File: src/rtl/imem_loader.sv
// imem_loader: boot-time program loader.
// Receives a byte stream (16-bit little-endian word count, then 4 bytes per
// word, LSB first). It packs each group of 4 bytes into a 32-bit word and
// writes it to instruction memory. It flags word counts that exceed the memory
// capacity, and it flags words whose opcode the control unit cannot decode.
// The CPU is held in reset for the whole session.

module imem_loader #(
   parameter int ADDR_W = 8
) (
   input  logic              i_clk,
   input  logic              i_reset,
   input  logic              i_start,
   input  logic [7:0]        i_rx_data,
   input  logic              i_rx_valid,
   output logic              o_rx_ready,
   output logic              o_imem_we,
   output logic [ADDR_W-1:0] o_imem_addr,
   output logic [31:0]       o_imem_wdata,
   output logic              o_cpu_hold,
   output logic              o_busy,
   output logic              o_done,
   output logic              o_len_err,
   output logic              o_op_err,
   output logic [ADDR_W-1:0] o_bad_addr
);

   // Memory capacity in words; a declared length equal to this is still legal.
   localparam logic [16:0] CAPACITY = 17'(1) << ADDR_W;

   typedef enum logic [2:0] {
      S_IDLE,
      S_LEN0,
      S_LEN1,
      S_DATA,
      S_WRITE,
      S_DONE,
      S_ERR
   } state_t;

   state_t            r_state;
   logic [15:0]       r_len;
   logic [ADDR_W:0]   r_idx;       // one extra bit so N = 2^ADDR_W is reachable
   logic [1:0]        r_byte_cnt;
   logic [23:0]       r_shreg;     // bytes 0..2 of the word being assembled
   logic              r_rx_ready;
   logic              r_imem_we;
   logic [ADDR_W-1:0] r_imem_addr;
   logic [31:0]       r_imem_wdata;
   logic              r_hold;
   logic              r_done;
   logic              r_len_err;
   logic              r_op_err;
   logic [ADDR_W-1:0] r_bad_addr;

   logic [15:0]       w_len_full;
   logic              w_len_too_big;
   logic              w_last_word;
   logic              w_op_ok;

   assign w_len_full    = {i_rx_data, r_len[7:0]};
   assign w_len_too_big = {1'b0, w_len_full} > CAPACITY;
   assign w_last_word   = (16'(r_idx) == (r_len - 16'd1));

   // Decode the word currently on the write port against the supported opcodes.
   always_comb begin
      // NOTE: a default before the case gives every path a value, so no latch is inferred.
      w_op_ok = 1'b0;
      case (r_imem_wdata[6:0])
         7'b0110011, 7'b0000011, 7'b0010011, 7'b1100111,
         7'b0100011, 7'b1100011, 7'b0110111, 7'b1101111: w_op_ok = 1'b1;
         default:                                        w_op_ok = 1'b0;
      endcase
   end

   // Session FSM; every output is a register updated together with the state.
   always_ff @(posedge i_clk) begin
      if (i_reset) begin
         // NOTE: sequential state uses non-blocking assignments so all registers update together.
         r_state      <= S_IDLE;
         r_len        <= '0;
         r_idx        <= '0;
         r_byte_cnt   <= '0;
         r_shreg      <= '0;
         r_rx_ready   <= 1'b0;
         r_imem_we    <= 1'b0;
         r_imem_addr  <= '0;
         r_imem_wdata <= '0;
         r_hold       <= 1'b0;
         r_done       <= 1'b0;
         r_len_err    <= 1'b0;
         r_op_err     <= 1'b0;
         r_bad_addr   <= '0;
      end else begin
         case (r_state)
            S_IDLE: begin
               if (i_start) begin
                  r_state    <= S_LEN0;
                  r_rx_ready <= 1'b1;
                  r_hold     <= 1'b1;
                  r_len_err  <= 1'b0;
                  r_op_err   <= 1'b0;
                  r_bad_addr <= '0;
                  r_len      <= '0;
                  r_idx      <= '0;
                  r_byte_cnt <= '0;
               end
            end

            S_LEN0: begin
               if (i_rx_valid) begin
                  r_len[7:0] <= i_rx_data;
                  r_state    <= S_LEN1;
               end
            end

            S_LEN1: begin
               if (i_rx_valid) begin
                  r_len <= w_len_full;
                  if (w_len_too_big) begin
                     r_state    <= S_ERR;
                     r_rx_ready <= 1'b0;
                     r_len_err  <= 1'b1;
                  end else if (w_len_full == 16'd0) begin
                     r_state    <= S_DONE;
                     r_rx_ready <= 1'b0;
                     r_done     <= 1'b1;
                  end else begin
                     r_state    <= S_DATA;
                     r_idx      <= '0;
                     r_byte_cnt <= '0;
                  end
               end
            end

            S_DATA: begin
               if (i_rx_valid) begin
                  r_byte_cnt <= r_byte_cnt + 2'd1;
                  case (r_byte_cnt)
                     2'd0: r_shreg[7:0]   <= i_rx_data;
                     2'd1: r_shreg[15:8]  <= i_rx_data;
                     2'd2: r_shreg[23:16] <= i_rx_data;
                     default: begin
                        r_state      <= S_WRITE;
                        r_rx_ready   <= 1'b0;
                        r_imem_we    <= 1'b1;
                        r_imem_addr  <= r_idx[ADDR_W-1:0];
                        r_imem_wdata <= {i_rx_data, r_shreg};
                     end
                  endcase
               end
            end

            S_WRITE: begin
               r_imem_we <= 1'b0;
               // Only the first offending word is recorded; the load carries on.
               if (!w_op_ok && !r_op_err) begin
                  r_op_err   <= 1'b1;
                  r_bad_addr <= r_imem_addr;
               end
               if (w_last_word) begin
                  r_state <= S_DONE;
                  r_done  <= 1'b1;
               end else begin
                  r_state    <= S_DATA;
                  r_idx      <= r_idx + 1'b1;
                  r_byte_cnt <= '0;
                  r_rx_ready <= 1'b1;
               end
            end

            S_DONE: begin
               r_state <= S_IDLE;
               r_done  <= 1'b0;
               r_hold  <= 1'b0;
            end

            S_ERR: begin
               r_state <= S_IDLE;
               r_hold  <= 1'b0;
            end

            default: begin
               r_state    <= S_IDLE;
               r_rx_ready <= 1'b0;
               r_imem_we  <= 1'b0;
               r_hold     <= 1'b0;
               r_done     <= 1'b0;
            end
         endcase
      end
   end

   assign o_rx_ready   = r_rx_ready;
   assign o_imem_we    = r_imem_we;
   assign o_imem_addr  = r_imem_addr;
   assign o_imem_wdata = r_imem_wdata;
   assign o_cpu_hold   = r_hold;
   assign o_busy       = r_hold;
   assign o_done       = r_done;
   assign o_len_err    = r_len_err;
   assign o_op_err     = r_op_err;
   assign o_bad_addr   = r_bad_addr;

endmodule

File: config.mk
export PLATFORM = sky130hd
export DESIGN_NAME = imem_loader
export DESIGN_NICKNAME = d
export VERILOG_FILES = /design/src/rtl/imem_loader.sv
export SDC_FILE = /design/constraint.sdc
export NUM_CORES = 1
export LEC_CHECK = 0
export CAP_MARGIN = 20
export CORE_MARGIN = 2
export CORE_UTILIZATION = 50
export CTS_CLUSTER_SIZE = 40
export DETAILED_ROUTE_END_ITERATION = 12
export PLACE_DENSITY_LB_ADDON = 0.1
export SLEW_MARGIN = 40
export SYNTH_ARGS = -nofsm -noshare
export SYNTH_HDL_FRONTEND = slang
export SYNTH_SLANG_ARGS = --single-unit
File: constraint.sdc
create_clock -name i_clk -period 2.8 [get_ports i_clk]
set_input_delay 0.56 -clock i_clk [delete_from_list [all_inputs] [get_ports i_clk]]
set_output_delay 0.56 -clock i_clk [all_outputs]
set_load 0.01 [all_outputs]
-- Word-level counts from Yosys, hierarchy flattened
Cells that the tools add are included.
- register bits: 108
- input port bits: 12
- output and inout bits: 55
- logic and storage cells: 143
- reduce and logical (&&, ||, !) cells: 32
- multiplexer cells: 54
- order comparisons: 1
- add/sub/neg operators: 3
- eq/ne operators: 30
- bitwise logic cells: 6
- operators by type and width (operator ; count):
    9-bit two-way mux ; 5
    16-bit two-way mux ; 2
    8-bit one-hot mux with 2 select lines ; 2
    9-bit one-hot mux with 3 select lines ; 1
    3-bit two-way mux ; 8
    8-bit two-way mux ; 3
    2-bit inequality test (second input constant) ; 12
    8-bit one-hot mux with 3 select lines ; 1
    7-bit by 6-bit == test with 1-bit output (second input constant) ; 3
    7-bit == test (second input constant) ; 3
    3-bit AND reduction ; 7
    1-bit two-way mux ; 18
    9-bit by 16-bit == test with 1-bit output ; 1
    16-bit by 9-bit greater-than comparator with 1-bit output (second input constant) ; 1
    16-bit logical NOT ; 1
    16-bit by 1-bit subtractor with 16-bit output (second input constant) ; 1
    3-bit one-hot mux with 5 select lines ; 1
    7-bit AND reduction ; 2
    2-bit two-way mux ; 6
    5-bit AND reduction ; 2
    9-bit by 1-bit adder with 9-bit output (second input constant) ; 1
    3-bit == test (second input constant) ; 3
    1-bit one-hot mux with 2 select lines ; 4
    2-bit one-hot mux with 4 select lines ; 1
    other kinds (25) ; 37

-- Longest topological paths before layout
Gate-level depths: netlist of run 1.
- depth in word-level cells: 7
- depth in mapped cells: 10

-- Least setup slack after synthesis of run 1
No wires, ideal clock.
- path kind: reg-to-reg
- start point: register r_len[0]
- end point: register r_done, in the netlist o_done
- data arrival time: 2131 ps
- cell stages (with the launch flop): 8
- clock period less this slack: 2235 ps
- setup time: 103 ps
- required time: 2697 ps
- path slack: 565 ps
- cell sequence: dfxtp_1 -> or4_4 -> nand2b_1 -> mux2i_2 -> nor4b_4 -> a41o_1 -> nor2_1 -> a2111oi_2
- longest elaborated chain between the ends: 4
- elaborated cells on any way between the ends: 8
- classes of those cells: add/sub: 1; order compare: 1; eq/ne: 4; reduce/logical: 2
- ends and longest elaborated chain (item ; RTL line ; RTL):
    start, declared ; 42 ; logic [15:0] r_len;
    start signal, assigned ; 112 ; r_len[7:0] <= i_rx_data;
    start signal, assigned ; 119 ; r_len <= w_len_full;
    16-bit by 1-bit subtractor with 16-bit output ; 63 ; assign w_last_word = (16'(r_idx) == (r_len - 16'd1));
    9-bit by 16-bit == test with 1-bit output ; 63 ;
    2-bit inequality test (no source line) ; n/a ;
    5-bit AND reduction (no source line) (*) ; n/a ;
    end signal, assigned ; 90 ; r_done <= 1'b0;
    end signal, assigned ; 127 ; r_done <= 1'b1;
    end signal, assigned ; 163 ; r_done <= 1'b1;
    end, declared ; 51 ; logic r_done;
Mark *: on every way between the ends. The rest lies on a longest branch, timed or not.
A chain may end at the register's enable or synchronous reset.

-- Worst setup path in the final report of run 1
Same ends and word-level chain as after synthesis.

==> results of run 1 <==
[registers in the layout (all words and copies together) (netlist names)]
| register | cells |
|---|---|
| o_len_err | 1 |
| o_imem_wdata | 32 |
| o_done | 1 |
| r_len | 16 |
| o_busy | 1 |
| r_shreg | 24 |
| o_bad_addr | 8 |
| r_idx | 9 |
| o_op_err | 1 |
| o_imem_addr | 8 |
| r_state | 3 |
| o_imem_we | 1 |
| o_rx_ready | 1 |
| r_byte_cnt | 2 |
[logic make-up after synthesis]
| logic type | synth area share, % |
|---|---|
| xor+xnor | 2.408 |
| buf+inv | 4.181 |
| fa+ha+maj | 1.588 |
| compound gates | 18.87 |
| mux | 0.9261 |
| simple gates | 26.30 |
| flops | 45.73 |
[cell type report]
type / count / area (µm²)
well taps: 111 / 138.9
flip-flops and latches: 108 / 2162
fillers: 833 / 3462
multi-input cells: 440 / 2369
clock buffers: 10 / 127.6
repair buffers: 89 / 840.8
inverters: 10 / 37.54
clock inverters: 6 / 58.81
[layout by cell type (no fill, tap or decap), drive strengths merged, types with 2 or more instances in the layout]
master           n
a2111oi          2
a211oi           3
a21o             3
a21oi          100
a22oi            8
a31o             4
a31oi            3
and2             2
and3b            2
and4             3
buf             24
clkbuf          10
clkdlybuf4s50   65
clkinv           5
dfxtp          108
ha               6
inv             11
mux2i            4
nand2          147
nand2b           9
nand3           37
nand3b          10
nand4            2
nor2            35
nor3             8
nor3b            3
nor4             2
nor4b            2
o21a             2
o21ai            7
o221ai           2
o22ai            4
o31ai            2
or2              2
or3              4
xnor2           11
xor2             2
[metal layers]
metal	vias to the layer above	part of all wire, %	global-route usage [%]
met5	-	0	0
met4	0	1.0	5.925
met3	14	5.1	4.003
met2	126	46	36.68
met1	1973	48	32.47
li1	2166	-	-
[power by group through the flow]
stage | Clock (mW) | Sequential [mW] | Combinational (mW)
after global routing | 0.986 | 1.76 | 0.999
after detailed placement | 0 | 1.77 | 0.896
final | 0.906 | 1.74 | 0.908
after floorplan | 0 | 1.69 | 0.710
after CTS | 0.928 | 1.74 | 0.902
after global placement | 0 | 1.77 | 0.873
[worst min path at each step]
stage	start	to	slack (ns)
6_report	r_shreg[2]	o_imem_wdata[2]	0.46
3_5_place_dp	o_imem_wdata[9]	o_imem_wdata[9]	0.45
2_1_floorplan	r_len[12]	r_len[12]	0.43
3_3_place_gp	r_len[14]	r_len[14]	0.44
4_1_cts	r_shreg[2]	o_imem_wdata[2]	0.45
5_1_grt	r_shreg[2]	o_imem_wdata[2]	0.48
[tightest hold or removal path, stage by stage (launching register included)]
cell     delay [ns]
dfxtp_1        0.32
nand2_1        0.06
a21oi_1        0.05
==> qor.yml, run 1 <==
outcome: "finished clean"
slew_headroom_pct: 50.83
final_cells: 774
cp-start-kind: "register"
p_seq_share_pct: 49.0
whs_path_depth: 2
die_w_um: 101.2
hp-class: "register to register"
place_congestion: 0.8903
drv_slew: 0
whs_ns: 0.4568
synth_seq_cells: 108
fin_tns_setup_ns: 0
clk_latency_ns: 0.38
slowest_delay_ns: 0.43
crit_arrival_ns: 2.85
avgViaCountPerCell: 5.528
clkTransAtPathRegs_ns: 0.10
ys_top_cells_by_area: "dfxtp_1, nand2_1, a21oi_1, nand3_1, nor2_1"
cts_setup_buffers: 0
r2r_slack_ns: 0.22
root_buffer: "clkbuf_8"
grt_start_max_net_pins: 101
dp_cells: 758
internal_power_mw: 2.326
yosys.area.top_type: "dfxtp_1"
cts_hold_buf: 0
grt_overflow: 0
cap_violations: 0
cp.required_ns: 3.08
hold_viol: 0
crit_cells: 9
cts_resized: 0
avgSynthCellArea_um2: 7.894
dr.pass1.iters: 5
antenna_found_initial: 0
p_leak_nw: 1.889
tightest_slew_ns: 0.7366
synth_cell_types: 56
clkPwrFrac_pct: 25.5
wirelength_um: 11420
io_pins: 67
fin_crit_ns: 2.575
cp_slowest_cell: "nor4b_4"
finalWorstSetupSlack_ns: 0.2246
dpl_cell_area_um2: 5548
synth.cell_area_um2: 4728
stdcell_area_um2: 5734
criticalPathCategory: "register to register"
synth_warnings: 0
core_area_um2: 9196
drt_iter0_markers: 217
place_hpwl_um: 8038
drc: 0
vias: 4279
combPwrFrac_pct: 25.5
p_per_area_nw_per_um2: 620.0
die_y_um: 101.2
crit_family: "simple AND/OR/NAND/NOR gates"
die-area_um2: 10250
grt_pass1_wl_um: 18880
setup_viol: 0
fin_crit_sh_pct: 91.98
place_ws_ns: 0.01933
syn-num-nets: 617
synth_top_cell_area_share_pct: 45.73
layout-drive-gt1-share_pct: 7.994
max_freq_ghz: 0.3883
r2r_start: "r_len[0]"
cts_tree: "done"
final_nets: 676
worstReg2RegEnd: "o_done"
cp_max_fo: 6
grt_pass1_vias: 3873
cts.sinks: 108
clock_path_buffers: 2
synthFlopType: "dfxtp_1"
end_kind: "register"
diodes: 0
yosysSeqAreaShare_pct: 45.73
grt_use_total_pct: 23.01
synth_edf_count: 0
worst-r2r-cell-count: 9
cts_buffers: 9
setup.worst_path.start: "r_len[0]"
syn_inst: 599
fin_skew_ns: 0.01610
htree_levels: 3
ir_worst_vdd_mv: 0.4279
syn_to_final_growth_pct: 21.28
port_buffers: 66
wl_per_cell_um: 14.75
crit_end: "o_done"
start_util_pct: 51.41
final_util_pct: 62.35
ant_nets: 0
crit_buf_inv: 1
path_cells: "inv_1 -> ha_1 -> nor3b_1 -> nand2_1 -> xnor2_1 -> nor4b_4 -> a41o_1 -> nor2_1 -> a2111oi_2"
swShare_pct: 34.58
synthArstFlopShare_pct: 0
rows: 35
rsz0062_at_grt: "false"
synth_common_cells: "nand2_1, dfxtp_1, a21oi_1"
power.total_mw: 3.555
yosysMostFrequentCell: "nand2_1"
p_sw_mw: 1.229
No activity file was read; power rests on OpenSTA's default activity.
==> run 2, diff against run 1 <==
Settings changed: PLACE_DENSITY set to 0.81, PLACE_DENSITY_LB_ADDON 0.1 to unset.
==> qor.yml, run 2 (synthesis gave the netlist of run 1 again) <==
syn_to_final_growth_pct: 21.83  # was 21.28%
cts_hold_buf: 0  # unchanged
power.total_mw: 3.634  # was 3.555 mW
clkTransAtPathRegs_ns: 0.11  # was 0.10 ns
fin_tns_setup_ns: 0  # unchanged
die-area_um2: 10250  # unchanged
r2r_start: "r_len[0]"  # unchanged
cts.sinks: 108  # unchanged
grt_overflow: 0  # unchanged
hp-class: "register to register"  # unchanged
cp.required_ns: 3.06  # was 3.08 ns
grt_start_max_net_pins: 53  # was 101
outcome: "finished clean"  # unchanged
worstReg2RegEnd: "o_done"  # unchanged
min_to: "o_imem_wdata[20]"  # was o_imem_wdata[2]
root_buffer: "clkbuf_8"  # unchanged
hold_viol: 0  # unchanged
rows: 35  # unchanged
crit_family: "simple AND/OR/NAND/NOR gates"  # unchanged
stdcell_area_um2: 5761  # was 5734 µm²
ir_worst_vdd_mv: 0.5042  # was 0.4279 mV
slowest_delay_ns: 0.57  # was 0.43 ns
grt_pass1_wl_um: 18980  # was 18,880 µm
wirelength_um: 11710  # was 11,420 µm
slew_headroom_pct: 51.04  # was 50.83%
dpl_cell_area_um2: 5550  # was 5548 µm²
crit_arrival_ns: 2.84  # was 2.85 ns
p_leak_nw: 1.887  # was 1.889 nW
grtUsageMet2_pct: 36.53  # was 36.68%
cp-start-kind: "register"  # unchanged
die_y_um: 101.2  # unchanged
cts_resized: 0  # unchanged
end_kind: "register"  # unchanged
place_ws_ns: 0.09596  # was 0.01933 ns
cts_setup_buffers: 0  # unchanged
port_buffers: 66  # unchanged
criticalPathCategory: "register to register"  # unchanged
place_hpwl_um: 8399  # was 8038 µm
cp_max_fo: 5  # was 6
dr.pass1.iters: 6  # was 5
final_nets: 673  # was 676
cts_buffers: 9  # unchanged
grtUsageMet3_pct: 2.484  # was 4.003%
layout_commonest_cell: "nand2_1"  # unchanged
setup_viol: 0  # unchanged
grt_pass1_vias: 4012  # was 3,873
cts_tree: "done"  # unchanged
cap_violations: 0  # unchanged
crit_buf_inv: 0  # was 1
finalWorstSetupSlack_ns: 0.2185  # was 0.2246 ns
grt_use_met1_pct: 32.40  # was 32.47%
avgViaCountPerCell: 5.719  # was 5.528
clock_path_buffers: 2  # unchanged
clk_latency_ns: 0.37  # was 0.38 ns
tightest_slew_ns: 0.7334  # was 0.7366 ns
fin_skew_ns: 0.01245  # was 0.01610 ns
ant_nets: 0  # unchanged
vias: 4409  # was 4,279
hold_start: "r_shreg[20]"  # was r_shreg[2]
p_per_area_nw_per_um2: 630.8  # was 620.0 nW/µm²
path_cells: "or4_4 -> nand2b_1 -> mux2i_2 -> nor4b_4 -> a41o_1 -> nor2_1 -> a2111oi_2"  # was inv_1 -> ha_1 -> nor3b_1 -> nand2_1 -> xnor2_1 -> nor4b_4 -> a41o_1 -> nor2_1 -> a2111oi_2
die_w_um: 101.2  # unchanged
place_congestion: 0.9051  # was 0.8903
wl_per_cell_um: 15.19  # was 14.75 µm
start_util_pct: 51.41  # unchanged
layout-drive-gt1-share_pct: 7.576  # was 7.994%
cp_slowest_cell: "or4_4"  # was nor4b_4
layout_common_cells: "nand2_1, dfxtp_1, a21oi_1"  # unchanged
antenna_found_initial: 0  # unchanged
grt_use_total_pct: 23.01  # about the same
grt-busiest-layer: "met2"  # unchanged
drc: 0  # unchanged
drt_iter0_markers: 298  # was 217
core_area_um2: 9196  # unchanged
largest_reg_flops: 32  # unchanged
htree_levels: 3  # unchanged
r2r_slack_ns: 0.22  # about the same
max_freq_ghz: 0.3874  # was 0.3883 GHz
diodes: 0  # unchanged
whs_path_depth: 2  # unchanged
io_pins: 67  # unchanged
rsz0062_at_grt: "false"  # unchanged
worst-r2r-cell-count: 7  # was 9
drv_slew: 0  # unchanged
fin_crit_sh_pct: 92.20  # was 91.98%
fin_crit_ns: 2.581  # was 2.575 ns
## run 2: power breakdown
group / switching, mW / total (mW) / internal [mW] / leakage [nW]
Combinational: 0.534 / 0.903 / 0.370 / 0.914
Sequential: 0.140 / 1.74 / 1.60 / 0.871
Clock: 0.553 / 0.986 / 0.433 / 0.102
## run 2: worst min-delay path: cells and delay by family, from the launching register on
family / cells / cell delay, ns
and+or+nand+nor: 1 / 0.05
AOI/OAI and AO/OA: 1 / 0.05
DFF: 1 / 0.32
## run 2: metal layers
layer	wire [µm]	part of all wire [%]
met5	0	0
met4	191	1.6
met3	662	5.7
met2	5517	47
met1	5341	46
## run 2: how the worst max path moves through the flow
stage / startpoint / endpoint / slack [ns] / depth (start not counted)
finish: r_len[0] / o_done / 0.22 / 7
detailed placement: i_rx_data[7] / r_idx[6] / 0.1 / 8
global route: r_len[0] / o_done / 0.07 / 9
floorplan: r_len[0] / o_done / 0.57 / 7
CTS: r_len[0] / o_done / 0.23 / 7
global placement: i_rx_data[7] / r_idx[5] / 0.12 / 8
## run 2: layout make-up
type,instances,area [µm²]
Tap cell,111,138.9
Timing Repair Buffer,86,843.3
Fill cell,801,3436
Inverter,10,37.54
Clock buffer,10,127.6
Multi-Input combinational cell,440,2369
Sequential cell,108,2162
Clock inverter,6,82.58
## run 2: stage by stage
stage               hold WS, ns  util, %  instances
CTS                      0.4548    62.64        771
global placement         0.4394    60.35        755
floorplan                0.4316        -        599
finish                   0.4526    62.64        771
detailed placement       0.4459    60.35        755
global route             0.4759    62.64        771
==> RTL change, RTL diff (flow settings as in run 2) <==
Reset style: asynchronous (`i_reset`), changed in one clocked block.
--- a/src/rtl/imem_loader.sv
+++ b/src/rtl/imem_loader.sv
@@ -75,5 +75,5 @@
 
    // Session FSM; every output is a register updated together with the state.
-   always_ff @(posedge i_clk) begin
+   always_ff @(posedge i_clk or posedge i_reset) begin
       if (i_reset) begin
          // NOTE: sequential state uses non-blocking assignments so all registers update together.
Function: differs if i_reset is asserted again (counterexample within 4 cycles, from zero or initial values and one cycle with i_reset high); with i_reset held inactive, the same outputs for 10 cycles.
==> RTL change against run 2 <==
The flow now finishes with violations (negative setup slack). Via count shrank 14%. Synthesized area grew 4.9%. Sequential cell count is the same. Fmax shrank 11%. Worst setup slack lost 320 ps. Final area grew 9.9%. Routed wire length grew 2.7%. Critical path type unchanged. Largest cell class is now sequential cells.
Power is not compared: it rests on default switching activity, and its combinational part moved more than twofold at a synthesized area within 25%.
==> RTL change: results (changes against run 2) <==
failing checks - negative setup slack
Total GRT Usage - 23.3% (+0.24 points)
worst min path class - input port to asynchronous set/reset pin
Mapped Nets - 432 (-30%)
ratio of cells with drive above 1 in the final layout - 26.8% (+19 points)
# setup viols final - 15 (+15)
worst r2r src - r_len[3]
Int Pwr - 4.05 mW
Crit Path Max Fanout - 6 (+1)
register area share after synthesis - 54.5% (+8.8 points)
Initial DRC Count - 293 (-1.7%)
DP Cell Count - 634 (-16%)
ys async rst share - 100% (+100 points)
post-synthesis adder-cell area fraction - 1.51% (-0.074 points)
Worst setup startpoint - r_len[3]
Synth Area in Compound Gates - 14.0% (-4.8 points)
WL per Instance - 18.5 µm (+22%)
top post-synthesis cells by area - dfrtp_1 54%, mux2_2 15%, a22o_1 4.4%
DR vias/cell - 5.84 (+2.2%)
post-synthesis mux area share - 15.2% (+14 points)
peak supply drop - 495 µV
Setup crit end - r_idx[0]
post-synthesis xor/xnor area fraction - 2.12% (-0.29 points)
leading cell types by count after synthesis - 108 x dfrtp_1, 66 x mux2_2, 27 x nand2_1, 25 x a22o_1, 20 x nor2_1
vias post-DR - 3804 (-14%)
CTS Buffer Depth - 2 (unchanged)
Final Wtd Congestion - 0.869 (-4.0%)
fillcell total - 709 (-11%)
worst setup margin - -103 ps (-322 ps)
vias in the first global route - 3938 (-1.8%)
status - finished, violations left
Max Clock Skew - 11.1 ps (-1.34 ps)
Netlist cell types - 55 (-1.8%)
Skew-Pair Late Insertion Delay - 380 ps
first-pass GRT wire length - 20.0 mm (+5.3%)
Mapped Cells - 414 (-31%)
Synth Warn # - 0 (unchanged)
Final #Nets - 531 (-21%)
Slew headroom - 58.9% (+7.8 points)
[RTL change: cell count changes in the layout (fill, tap and decap cells not counted), moves of 15 or more]
cell     before  now
a21oi_1      99   12
dfrtp_1       0  108
a22o_1        0   25
nand3_1      37    4
nor2_1       35   20
nand2_1     145   27
buf_4        17   33
dfxtp_1     108    0
mux2_2        0   65
[RTL change: cell families (layout without fill, tap and decap cells)]
group           Yosys count  count (layout)
compound gates           93              93
xor+xnor                 12              12
fa+ha+maj                 6               6
buf+inv                  34             138
flops                   108             108
mux                      67              67
simple gates             94              94
[RTL change: critical path: stages (launching register included)]
cell and delay (ps):
dfrtp_1 420, or4_4 530, or4_4 490, a2111oi_4 350
nor2_1 80, or4_4 480, and2_4 200, mux2_2 260
[RTL change: worst min path at each step]
stage,endpoint,slack [ps],cells after the start
after floorplan,r_len[14],460,1
after global placement,o_imem_wdata[14],480,1
after detailed placement,o_bad_addr[2],490,1
after CTS,o_imem_wdata[3],460,2
after global routing,o_imem_wdata[9],470,2
final,o_imem_wdata[8],470,2
[RTL change: through the flow]
step,worst slack (ps),instance area [µm²],setup TNS [ps]
global placement,-102,6030,-532
CTS,-114,6310,-1000
floorplan,-158,4980,-1050
finish,-103,6330,-825
global route,-185,6330,-1990
detailed placement,-228,6030,-2100
[RTL change: power groups by stage]
stage	registers [mW]	clock network (mW)	logic, mW
6_report	2.54	1.10	2.62
5_1_grt	2.61	1.18	2.84
4_1_cts	2.53	1.12	2.60
3_5_place_dp	2.55	0	2.56
3_3_place_gp	2.51	0	2.45
2_1_floorplan	2.54	0	1.46
[RTL change: layer usage]
metal	track usage (%)	vias to the layer above	part of all wire (%)
li1	-	1706	-
met1	29.8	1946	42
met2	39.5	130	51
met3	5.16	22	4.8
met4	7.72	0	1.7
met5	0	-	0
[RTL change: what timing repair did]
item	4_1_cts	5_1_grt
buffers inserted	1	0
endpoints found under the hold margin	0	0
resized for setup	9	4
hold buffers	0	0
endpoints found under the setup margin	15	15
pin swaps	4	5
[RTL change: cell type report]
class | count | share of cell area [%]
Clock buffer | 10 | 2.02
Inverter | 16 | 1.01
Sequential cell | 108 | 42.7
Timing Repair Buffer | 106 | 15.9
Multi-Input combinational cell | 272 | 34.1
Tap cell | 133 | 2.63
Clock inverter | 6 | 1.66
